<file path="src/rtl/uart_tx_if.sv">
// Parallel-side handshake and serial line of the UART transmitter.
// The master drives the word; the transmitter (slave) drives the line.
interface uart_tx_if #(
  parameter int width = 8
);
  logic [width-1:0] P_DATA;
  logic             Data_Valid;
  logic             PAR_EN;
  logic             PAR_TYP;
  logic             TX_OUT;
  logic             Busy;

  modport master (
    output P_DATA, Data_Valid, PAR_EN, PAR_TYP,
    input  TX_OUT, Busy
  );

  modport slave (
    input  P_DATA, Data_Valid, PAR_EN, PAR_TYP,
    output TX_OUT, Busy
  );
endinterface

</file>
<file path="src/rtl/uart_tx.sv">
// UART transmitter: one frame bit per CLK, LSB-first data, optional parity.
// TX_OUT and Busy are registered and describe the state being entered at each edge.
module uart_tx #(
  parameter int width = 8
) (
  input  logic     CLK,
  input  logic     Reset,
  uart_tx_if.slave bus
);

  typedef enum logic [2:0] {IDLE, START, DATA, PARITY, STOP} state_t;

  localparam int CNT_W = (width > 1) ? $clog2(width) : 1;
  localparam logic [CNT_W-1:0] LAST_BIT = CNT_W'(width - 1);

  // Parity is resolved at accept time so the line bit is ready when PARITY is entered.
  function automatic logic parity_bit(input logic [width-1:0] d, input logic odd);
    return (^d) ^ odd;
  endfunction

  state_t           state_q, state_d;
  logic [CNT_W-1:0] cnt_q, cnt_d;
  logic [width-1:0] shreg_q, shreg_d;
  logic             par_en_q, par_en_d;
  logic             par_bit_q, par_bit_d;
  logic             tx_q, tx_d;
  logic             busy_q, busy_d;
  logic [width-1:0] shreg_next;

  assign shreg_next = shreg_q >> 1;

  always_ff @(posedge CLK or negedge Reset) begin
    if (!Reset) begin
      state_q   <= IDLE;
      cnt_q     <= '0;
      shreg_q   <= '0;
      par_en_q  <= 1'b0;
      par_bit_q <= 1'b0;
      tx_q      <= 1'b1;
      busy_q    <= 1'b0;
    end else begin
      state_q   <= state_d;
      cnt_q     <= cnt_d;
      shreg_q   <= shreg_d;
      par_en_q  <= par_en_d;
      par_bit_q <= par_bit_d;
      tx_q      <= tx_d;
      busy_q    <= busy_d;
    end
  end

  always_comb begin
    state_d   = state_q;
    cnt_d     = cnt_q;
    shreg_d   = shreg_q;
    par_en_d  = par_en_q;
    par_bit_d = par_bit_q;
    tx_d      = 1'b1;

    case (state_q)
      IDLE, STOP: begin
        if (bus.Data_Valid) begin
          state_d   = START;
          shreg_d   = bus.P_DATA;
          par_en_d  = bus.PAR_EN;
          par_bit_d = parity_bit(bus.P_DATA, bus.PAR_TYP);
          cnt_d     = '0;
          tx_d      = 1'b0;
        end else begin
          state_d = IDLE;
        end
      end
      START: begin
        state_d = DATA;
        cnt_d   = '0;
        tx_d    = shreg_q[0];
      end
      DATA: begin
        if (cnt_q == LAST_BIT) begin
          state_d = par_en_q ? PARITY : STOP;
          tx_d    = par_en_q ? par_bit_q : 1'b1;
        end else begin
          cnt_d   = cnt_q + CNT_W'(1);
          shreg_d = shreg_next;
          tx_d    = shreg_next[0];
        end
      end
      PARITY: begin
        state_d = STOP;
      end
      default: begin
        state_d = IDLE;
      end
    endcase

    busy_d = (state_d != IDLE);
  end

  assign bus.TX_OUT = tx_q;
  assign bus.Busy   = busy_q;

endmodule

</file>
<file path="src/flat_wrapper.sv">
// flat-port wrapper written by rule: the top's interface ports become plain ports
module uart_tx_flat 
#(
  parameter int width = 8
)
  (CLK, Reset, bus_P_DATA, bus_Data_Valid, bus_PAR_EN, bus_PAR_TYP, bus_TX_OUT, bus_Busy);
  uart_tx_if #(.width(width)) bus_i ();
  input  logic CLK;
  input  logic Reset;
  input wire logic [$bits(bus_i.P_DATA)-1:0] bus_P_DATA;
  input wire logic [$bits(bus_i.Data_Valid)-1:0] bus_Data_Valid;
  input wire logic [$bits(bus_i.PAR_EN)-1:0] bus_PAR_EN;
  input wire logic [$bits(bus_i.PAR_TYP)-1:0] bus_PAR_TYP;
  output wire logic [$bits(bus_i.TX_OUT)-1:0] bus_TX_OUT;
  output wire logic [$bits(bus_i.Busy)-1:0] bus_Busy;
  assign bus_i.P_DATA = bus_P_DATA;
  assign bus_i.Data_Valid = bus_Data_Valid;
  assign bus_i.PAR_EN = bus_PAR_EN;
  assign bus_i.PAR_TYP = bus_PAR_TYP;
  assign bus_TX_OUT = bus_i.TX_OUT;
  assign bus_Busy = bus_i.Busy;
  uart_tx #(.width(width)) u_core (.CLK(CLK), .Reset(Reset), .bus(bus_i));
endmodule
</file>
<file path="config.mk">
export PLATFORM = sky130hd
export DESIGN_NAME = uart_tx_flat
export DESIGN_NICKNAME = d
export VERILOG_FILES = /design/src/rtl/uart_tx_if.sv /design/src/rtl/uart_tx.sv /design/src/flat_wrapper.sv
export SDC_FILE = /design/constraint.sdc
export NUM_CORES = 1
export LEC_CHECK = 0
export BUFFER_PORTS_ARGS = -buffer_cell sky130_fd_sc_hd__buf_2
export CAP_MARGIN = 20
export CORE_UTILIZATION = 30
export CTS_CLUSTER_SIZE = 30
export DETAILED_ROUTE_END_ITERATION = 7
export PLACE_DENSITY = 0.44
export SYNTH_ARGS = -nofsm -noshare
export SYNTH_HDL_FRONTEND = slang
export SYNTH_SLANG_ARGS = --single-unit
</file>
<file path="constraint.sdc">
create_clock -name CLK -period 2.1 [get_ports CLK]
set_clock_uncertainty 0.05 [all_clocks]
set_input_delay 0.21 -clock CLK [delete_from_list [all_inputs] [get_ports CLK]]
set_output_delay 0.21 -clock CLK [all_outputs]
set_load 0.05 [all_outputs]
</file>
==> results of run 1 <==
-- kinds of logic (layout without fill, tap and decap cells) --
group                    Yosys count  in the layout  share of synthesized area, %
AND/OR/NAND/NOR                   36             36                          17.3
AO/OA/AOI/OAI                     18             18                          14.2
flip-flops                        18             18                          50.7
XOR/XNOR                           7              7                          8.43
buffers and inverters              5             23                          2.95
multiplexers                       3              3                          3.65
adder cells (fa/ha/maj)            2              2                          2.81
-- area by class of cell --
class / instances / area, µm² / share of cell area, %
Clock buffer: 4 / 36.3 / 3.48
Inverter: 2 / 7.51 / 0.720
Multi-Input combinational cell: 66 / 413 / 39.6
Sequential cell: 18 / 452 / 43.3
Tap cell: 31 / 38.8 / 3.72
Timing Repair Buffer: 17 / 95.1 / 9.12
-- stage by stage --
stage	hold WS (ps)	util [%]	area [µm²]
floorplan	-136	-	891
global placement	120	35.8	996
detailed placement	116	35.8	996
CTS	92.8	37.5	1040
global route	89.1	37.5	1040
finish	98.0	37.5	1040
-- state kept, by name, summed over array words and instances (netlist names) --
name / count
u_core.state_q: 3
u_core.shreg_q: 8
u_core.cnt_q: 3
u_core.bus.TX_OUT: 1
u_core.par_bit_q: 1
u_core.bus.Busy: 1
u_core.par_en_q: 1
-- per-layer routing --
layer | GRT usage (%) | routed length [µm] | up-vias
li1 | - | - | 344
met1 | 19.4 | 902 | 307
met2 | 18.7 | 761 | 10
met3 | 2.07 | 50 | 2
met4 | 5.23 | 19 | 0
met5 | 0 | 0 | -
-- worst max-delay path by stage --
stage	startpoint	slack [ps]	cells after the start	end
floorplan	u_core.cnt_q[0]	180	6	u_core.cnt_q[0]
global placement	u_core.cnt_q[0]	190	6	u_core.cnt_q[0]
detailed placement	u_core.cnt_q[0]	150	6	u_core.cnt_q[0]
CTS	u_core.cnt_q[0]	140	6	u_core.cnt_q[0]
global route	u_core.cnt_q[1]	30	7	u_core.shreg_q[5]
finish	u_core.cnt_q[0]	140	6	u_core.cnt_q[0]
-- power by group through the flow --
stage | Combinational [mW] | Clock (mW) | Sequential (mW)
after global placement | 0.687 | 0 | 0.631
after detailed placement | 0.693 | 0 | 0.629
after floorplan | 0.499 | 0 | 0.657
final | 0.687 | 0.218 | 0.622
after CTS | 0.694 | 0.221 | 0.623
after global routing | 0.780 | 0.243 | 0.648
-- Yosys cell counts (all sizes together) --
master | n | share of area [%]
inv | 2 | 0.84
xor2 | 2 | 2.0
mux2i | 1 | 1.1
o22ai | 1 | 0.70
xnor3 | 1 | 2.5
a21oi | 3 | 2.9
a31oi | 7 | 4.9
o21ai | 3 | 1.7
or3b | 1 | 0.98
mux2 | 2 | 2.5
nor3b | 1 | 0.84
a22o | 2 | 2.0
dfrtp | 17 | 48
xnor2 | 4 | 3.9
or2 | 1 | 0.70
ha | 2 | 2.8
nand2b | 2 | 1.4
dfstp | 1 | 2.9
a31o | 1 | 0.98
buf | 1 | 1.3
nor2 | 13 | 5.5
o2bb2ai | 1 | 0.98
clkbuf | 2 | 0.84
nand2 | 17 | 7.2
nor2b | 1 | 0.70
-- repair_timing --
item | 4_1_cts | 5_1_grt
hold buffers | 1 | 0
hold endpoints to repair | 17 | 0
resized for setup | 0 | 0
==> out/results.ini, run 1 <==
[logic_synthesis]
postSynthAreaPerCell_um2=10.0
yosys.cell_types.count=27
warnings_from_yosys=0
synth_seq_area_share_pct=50.7
post_synth_inst_count=89
ys_seq_elements=18
synthesis.nets=104
synthesis.area_um2=891

[critical_path]
worst-setup-path-type=flip-flop to flip-flop
worstSetupStartpointType=flip-flop
worstPathCellList=ha_1 -> ha_1 -> or3b_1 -> a21oi_4 -> nor2_1 -> mux2_2
critPathArrivalTime_ps=2090
crit_path_end_kind=flip-flop
timing.reg2reg.worst_path_depth=6
critical_path_peak_fanout=5
timing.critical_path.max_delay_family=simple AND/OR/NAND/NOR gates
critPathBufInv=0
critical_path.max_stage_delay_ps=410
timing.reg2reg.setup_slack_ps=140
required_ps=2230
worstReg2RegStart=u_core.cnt_q[0]
critical_path.reg2reg.endpoint=u_core.cnt_q[0]
worst_path_most_repeated_cell=sky130_fd_sc_hd__ha_1
slowest_stage=sky130_fd_sc_hd__or3b_1

[timing]
setup_repair_after_global_routing_missed_its_margin=false
finalHoldViolCount=0
worstMarginPinSlew_ps=558
max_freq_mhz=511
finalWorstSetupSlack_ps=142
relSlewSlack_pct=62.7
timing.final.max_slew_violations=0
timing.setup.tns_ps=0
timing.final.crit_share_pct=93.2
min_period_ps=1960
setup_viol_count_final=0

[finish]
finish.net_count=123
layoutNonFillerInstCount=138
drive_above_1_share_pct=22.4
fill_cells=297
synthToLayoutAreaGrowth_pct=17.0
final_cell_mix=17 x sky130_fd_sc_hd__nand2_1, 17 x sky130_fd_sc_hd__dfrtp_1, 14 x sky130_fd_sc_hd__buf_2, 13 x sky130_fd_sc_hd__nor2_1, 7 x sky130_fd_sc_hd__a31oi_1
diodes=0

[power_and_ir_drop]
swShare_pct=40.6
pwr-share-clk_pct=14.3
internal_power_uw=906
cellLeakagePower_nw=0.490
p_comb_share_pct=45.0
power.total_mw=1.53
power_density_mw_per_mm2=1460
ir_drop_mv=0.620
seqPwrFrac_pct=40.8
switching_power_uw=620

[drt]
detailedRoute.firstPassIterationCount=4
detail-route-antenna-nets=0
routed-via-count=663
drc_errors=0
dr.first_iter.drc_count=19
wirelength_mm=1.73
route.detailed.vias_per_inst=4.80
wl_cell_um=12.6

[worst_hold_path]
hold-path-cell-count=2
holdCritStartpoint=bus_PAR_EN
min_delay_worst_endpoint=u_core.par_en_q
min_path_type=input port to flip-flop

[flow_run]
drv.max_cap_violation_count=0

[cts]
tritoncts.num_buffers=3
clock-root-buffer=sky130_fd_sc_hd__clkbuf_4
number_of_h_tree_branching_levels=1
max-clock-path-buffers=2
cts.clk_slew.worst_paths_ps=100
clock_tree_from_tritoncts=built
clock_sink_count=18
clock_latency_ps=290
cts_post_setup_buffers_inserted=0

[placed_design]
gp_routability_congestion=0.705
io_buffers=14
place_worst_setup_slack_ps=154
dpl_hpwl_mm=1.29
placed_cells_incl_taps=133

[global_routing]
first_global_vias=686
grt_first_pass_wirelength_mm=3.19
grtUsageTotal_pct=13.0
grt_antenna_before_repair=0
grt.overflow.total=0
grt_max_degree=19

[floorplanning]
dieWidth_um=56.5
top_ports=15
fp.dieH_um=56.5
std_cell_rows=19
die_area_mm2=0.00319
core_region_area_mm2=0.00278
initial_core_util_pct=32.0

[outcome]
outcome=finished clean

Note: power is estimated with default switching activity, not from simulation.
==> inputs of run 2 (changes only) <==
CORE_ASPECT_RATIO = 1.1   (was default)
TNS_END_PERCENT = 50   (was default)
==> run 2 against run 1 <==
Worst hold slack got worse by 8.3 ps. Combinational power is essentially flat. Global-route usage increased by 0.55 points. Via count is 3.3% higher. Largest power group unchanged. Highest routed layer unchanged.
==> out/results.ini, run 2 (synthesized netlist as in run 1, its figures left out) <==
[power_and_ir_drop]
power.total_mw=1.52  ; -0.54%
cellLeakagePower_nw=0.490  ; unchanged
pwr-share-clk_pct=14.2  ; about the same
swShare_pct=40.2  ; -0.39 points
power_density_mw_per_mm2=1450  ; -0.78%
ir_drop_mv=0.707  ; +14%
internal_power_uw=907  ; +0.11%
p_comb_share_pct=45.2  ; +0.2 points
switching_power_uw=611  ; -1.5%
seqPwrFrac_pct=40.6  ; -0.2 points

[global_routing]
first_global_vias=695  ; +1.3%
grt.overflow.total=0  ; unchanged
grtUsageTotal_pct=13.5  ; +0.55 points
grt_first_pass_wirelength_mm=3.08  ; -3.7%
grt_antenna_before_repair=0  ; unchanged
grt_max_degree=19  ; unchanged

[drt]
detailedRoute.firstPassIterationCount=4  ; unchanged
routed-via-count=685  ; +3.3%
detail-route-antenna-nets=0  ; unchanged
route.detailed.vias_per_inst=4.89  ; +1.8%
dr.first_iter.drc_count=7  ; -12
drc_errors=0  ; unchanged
wl_cell_um=12.2  ; -2.7%
wirelength_mm=1.71  ; -1.3%

[finish]
diodes=0  ; unchanged
final_cell_mix=17 x sky130_fd_sc_hd__nand2_1, 17 x sky130_fd_sc_hd__dfrtp_1, 14 x sky130_fd_sc_hd__buf_2, 13 x sky130_fd_sc_hd__nor2_1, 7 x sky130_fd_sc_hd__a31oi_1
number_of_flip_flops_in_the_largest_register=8  ; unchanged
regMostFlops=u_core.shreg_q
seq_area_um2=452  ; unchanged
drive_above_1_share_pct=22.4  ; unchanged
finish.net_count=123  ; unchanged
layoutNonFillerInstCount=140  ; +1.4%
fill_cells=294  ; -1.0%
top_regs=u_core.shreg_q (8), u_core.cnt_q (3), u_core.state_q (3)
synthToLayoutAreaGrowth_pct=17.3
multi_input_area_um2=413  ; unchanged

[placed_design]
placed_cells_incl_taps=135  ; +1.5%
gp_routability_congestion=0.749  ; +6.3%
io_buffers=14  ; unchanged
dpl_hpwl_mm=1.29  ; -0.45%

[timing]
relSlewSlack_pct=64.0  ; +1.3 points
finalHoldViolCount=0  ; unchanged
min_period_ps=1990  ; +29.7 ps
setup_viol_count_final=0  ; unchanged
max_freq_mhz=503  ; -1.5%
worstMarginPinSlew_ps=539  ; -19.1 ps
timing.setup.tns_ps=0  ; unchanged
timing.final.crit_share_pct=94.6  ; +1.4 points
timing.final.max_slew_violations=0  ; unchanged
setup_repair_after_global_routing_missed_its_margin=false

[outcome]
outcome=finished clean

[cts]
tritoncts.num_buffers=3  ; unchanged
max-clock-path-buffers=2  ; unchanged
clock_latency_ps=290  ; about the same
clock-root-buffer=sky130_fd_sc_hd__clkbuf_4
post_cts_resize_count=0  ; unchanged
clock_sink_count=18  ; unchanged
number_of_h_tree_branching_levels=1  ; unchanged
clock_tree_from_tritoncts=built
cts.clk_slew.worst_paths_ps=110  ; about the same

[floorplanning]
top_ports=15  ; unchanged
std_cell_rows=20  ; +1
die_area_mm2=0.00319  ; about the same
fp.dieH_um=59.2  ; +4.7%
initial_core_util_pct=31.8  ; -0.24 points
core_region_area_mm2=0.00280  ; +0.76%
dieWidth_um=54.0  ; -4.5%

[critical_path]
timing.reg2reg.setup_slack_ps=110  ; -30 ps
timing.reg2reg.worst_path_depth=6  ; unchanged
critical_path.reg2reg.endpoint=u_core.cnt_q[0]
worstReg2RegStart=u_core.cnt_q[0]
critical_path_peak_fanout=5  ; unchanged
worstSetupStartpointType=flip-flop
critPathArrivalTime_ps=2130  ; +40 ps
required_ps=2240  ; about the same
worst-setup-path-type=flip-flop to flip-flop
crit_path_end_kind=flip-flop

[worst_hold_path]
min_path_type=input port to flip-flop
min_delay_worst_endpoint=u_core.par_en_q
holdCritStartpoint=bus_PAR_EN
hold-path-cell-count=2  ; unchanged

[flow_run]
drv.max_cap_violation_count=0  ; unchanged

run 2: stage by stage:
stage / worst slack (ps) / hold WS (ps) / util (%) / cell area [µm²]
6_report: 113 / 89.7 / 37.3 / 1040
5_1_grt: 12.0 / 96.5 / 37.3 / 1040
4_1_cts: 119 / 84.1 / 37.3 / 1040
3_5_place_dp: 138 / 118 / 35.6 / 998
3_3_place_gp: 190 / 120 / 35.6 / 998
2_1_floorplan: 178 / -136 / - / 891
run 2: worst max path at each step:
stage / start / slack, ps / endpoint / depth (start not counted)
after CTS: u_core.cnt_q[0] / 120 / u_core.cnt_q[0] / 6
after floorplan: u_core.cnt_q[0] / 180 / u_core.cnt_q[0] / 6
after global routing: u_core.cnt_q[0] / 10 / u_core.shreg_q[2] / 7
after global placement: u_core.cnt_q[0] / 190 / u_core.cnt_q[0] / 6
after detailed placement: u_core.cnt_q[0] / 140 / u_core.cnt_q[0] / 6
final: u_core.cnt_q[0] / 110 / u_core.cnt_q[0] / 6
run 2: layout make-up:
| class | count | area share [%] |
|---|---|---|
| multi-input cells | 66 | 39.5 |
| flip-flops and latches | 18 | 43.2 |
| repair buffers | 17 | 9.10 |
| well taps | 33 | 3.95 |
| clock buffers | 4 | 3.47 |
| inverters | 2 | 0.719 |
run 2: what timing repair did:
item / CTS / global route
hold buffers: 1 / 0
endpoints found under the hold margin: 17 / 0
buffers inserted: 0 / 0
run 2: power by group through the flow:
stage               logic [mW]  clock network (mW)  registers (mW)
floorplan                0.499                   0           0.657
global placement         0.684                   0           0.626
detailed placement       0.696                   0           0.624
CTS                      0.699               0.223           0.617
global route             0.791               0.237           0.641
finish                   0.686               0.216           0.616
run 2: critical path: stages, from the launching register on:
cell and delay [ps]:
sky130_fd_sc_hd__dfrtp_1 400, sky130_fd_sc_hd__ha_1 200, sky130_fd_sc_hd__ha_1 240, sky130_fd_sc_hd__or3b_1 420
sky130_fd_sc_hd__a21oi_4 200, sky130_fd_sc_hd__nor2_1 100, sky130_fd_sc_hd__mux2_2 280
run 2: metal layers:
metal  GRT usage, %  wire, µm  up-vias
li1               -         -      338
met1           18.1       835      331
met2           20.8       796       14
met3           2.31        60        2
met4           6.77        18        0
met5              0         0        -
==> inputs of run 3 (changes only) <==
CORE_ASPECT_RATIO = 1.2   (was 1.1)
CTS_CLUSTER_SIZE = 10   (was 30)
MAX_ROUTING_LAYER = met4   (was default)
==> run 3 against run 2 <==
Power up 0.31%. Cell count unchanged. Final area down 0.24%. Die area about the same. Register-to-register slack better by 30 ps. Setup slack better by 35 ps.
==> out/results.ini, run 3 (synthesized netlist as in run 1, its figures left out) <==
[floorplanning]
core_region_area_mm2=0.00281  ; +0.31%
dieWidth_um=51.7  ; -4.1%
initial_core_util_pct=31.7  ; -0.099 points
die_area_mm2=0.00319  ; about the same
fp.dieH_um=61.7  ; +4.3%
top_ports=15  ; unchanged
std_cell_rows=21  ; +5.0%

[power_and_ir_drop]
power_density_mw_per_mm2=1460  ; +0.55%
power.total_mw=1.52  ; +0.31%
ir_drop_mv=0.480  ; -32%
cellLeakagePower_nw=0.486  ; -0.76%

[finish]
diodes=0  ; unchanged
synthToLayoutAreaGrowth_pct=17.0
final_core_utilization_pct=37.1  ; -0.21 points
number_of_flip_flops_in_the_largest_register=8  ; unchanged
top_regs=u_core.shreg_q (8), u_core.cnt_q (3), u_core.state_q (3)
postLayoutCellArea_mm2=0.00104  ; -0.24%
final_cell_mix=17 x sky130_fd_sc_hd__nand2_1, 17 x sky130_fd_sc_hd__dfrtp_1, 14 x sky130_fd_sc_hd__buf_2, 13 x sky130_fd_sc_hd__nor2_1, 7 x sky130_fd_sc_hd__a31oi_1
regMostFlops=u_core.shreg_q
finish.net_count=122  ; -0.81%
drive_above_1_share_pct=21.7  ; -0.73 points

[placed_design]
dpl_hpwl_mm=1.34  ; +3.8%
placed_cell_area_um2=992  ; -0.63%
place_worst_setup_slack_ps=143  ; +5.40 ps
io_buffers=14  ; unchanged
gp_routability_congestion=0.779  ; +4.0%

[timing]
setup_repair_after_global_routing_missed_its_margin=false
worstMarginPinSlew_ps=583  ; +44.4 ps
max_freq_mhz=512  ; +1.8%
setup_viol_count_final=0  ; unchanged
timing.setup.tns_ps=0  ; unchanged
finalHoldViolCount=0  ; unchanged
timing.final.max_slew_violations=0  ; unchanged
min_period_ps=1950  ; -35.0 ps
relSlewSlack_pct=61.0  ; -3.0 points
finalWorstSetupSlack_ps=148  ; +35.0 ps
timing.final.crit_share_pct=93.0  ; -1.7 points

[outcome]
outcome=finished clean

[global_routing]
grt_antenna_before_repair=0  ; unchanged
grtUsageTotal_pct=14.3  ; +0.77 points
first_global_vias=745  ; +7.2%
grt_first_pass_wirelength_mm=3.13  ; +1.8%
grt.overflow.total=0  ; unchanged
grt_max_degree=19  ; unchanged

[drt]
route.detailed.vias_per_inst=4.89  ; unchanged
wirelength_mm=1.76  ; +3.2%
dr.first_iter.drc_count=9  ; +2
detailedRoute.firstPassIterationCount=4  ; unchanged
routed-via-count=685  ; unchanged
wl_cell_um=12.6  ; +3.2%
detail-route-antenna-nets=0  ; unchanged
drc_errors=0  ; unchanged

[cts]
max-clock-path-buffers=2  ; unchanged
clock_tree_from_tritoncts=built
clock-root-buffer=sky130_fd_sc_hd__clkbuf_4
clock_sink_count=18  ; unchanged
cts.clk_slew.worst_paths_ps=100  ; about the same
tritoncts.num_buffers=3  ; unchanged
clock_latency_ps=290  ; about the same
number_of_h_tree_branching_levels=1  ; unchanged

[critical_path]
worst-setup-path-type=flip-flop to flip-flop
worstSetupStartpointType=flip-flop
required_ps=2230  ; about the same
critical_path_peak_fanout=5  ; unchanged
crit_path_end_kind=flip-flop
critPathArrivalTime_ps=2090  ; -40 ps

[worst_hold_path]
min_path_type=input port to flip-flop

[flow_run]
drv.max_cap_violation_count=0  ; unchanged

run 3: changes by cell type in the layout (fill, tap and decap cells not counted), sizes merged:
cell	delta
buf	-1
run 3: worst max-delay path: stages, from the launching register on:
cell	delay, ps
sky130_fd_sc_hd__dfrtp_1	400
sky130_fd_sc_hd__ha_1	200
sky130_fd_sc_hd__ha_1	230
sky130_fd_sc_hd__or3b_1	410
sky130_fd_sc_hd__a21oi_4	190
sky130_fd_sc_hd__nor2_1	90
sky130_fd_sc_hd__mux2_2	270
run 3: final cells by class:
class / instances / area [µm²]
Inverter: 2 / 7.51
Fill cell: 290 / 1770
Tap cell: 34 / 42.5
Sequential cell: 18 / 452
Timing Repair Buffer: 16 / 91.3
Multi-Input combinational cell: 66 / 413
Clock buffer: 4 / 36.3
run 3: through the flow:
stage | hold slack (ps) | std cells
after global routing | 80.9 | 140
after CTS | 80.0 | 140
final | 93.2 | 140
after global placement | 118 | 135
after detailed placement | 115 | 135
after floorplan | -136 | 89
run 3: power by group:
group	switching (mW)	internal [mW]	total [mW]	leakage (nW)
Combinational	0.401	0.283	0.684	0.251
Clock	0.106	0.106	0.211	0.0210
Sequential	0.115	0.513	0.627	0.215
Total	0.622	0.901	1.52	0.486
run 3: worst paths after layout:
check / from / endpoint / slack (ps) / cells after the start
worst max-delay path: u_core.cnt_q[0] / u_core.cnt_q[0] / 150 / 6
worst min-delay path: bus_PAR_EN / u_core.par_en_q / 90 / 2
worst max register to register: u_core.cnt_q[0] / u_core.cnt_q[0] / 150 / 6
worst min register to register: u_core.state_q[2] / u_core.state_q[1] / 460 / 1
max in group asynchronous: Reset / u_core.bus.TX_OUT / 1360 / 2
min in group asynchronous: Reset / u_core.bus.Busy / 320 / 2
run 3: what timing repair did:
action | CTS | global route
setup endpoints to repair | 0 | 2
hold endpoints to repair | 17 | 0
setup buffers | 0 | 0
hold buffers | 1 | 0
resized for setup | 0 | 1
run 3: layer usage:
layer	GRT usage, %	routed length, µm	vias up	share of wire (%)
li1	-	-	336	-
met2	24.3	865	22	49
met5	-	0	-	0
met3	2.19	70	6	4.0
met1	15.9	783	321	44
met4	8.88	44	0	2.5
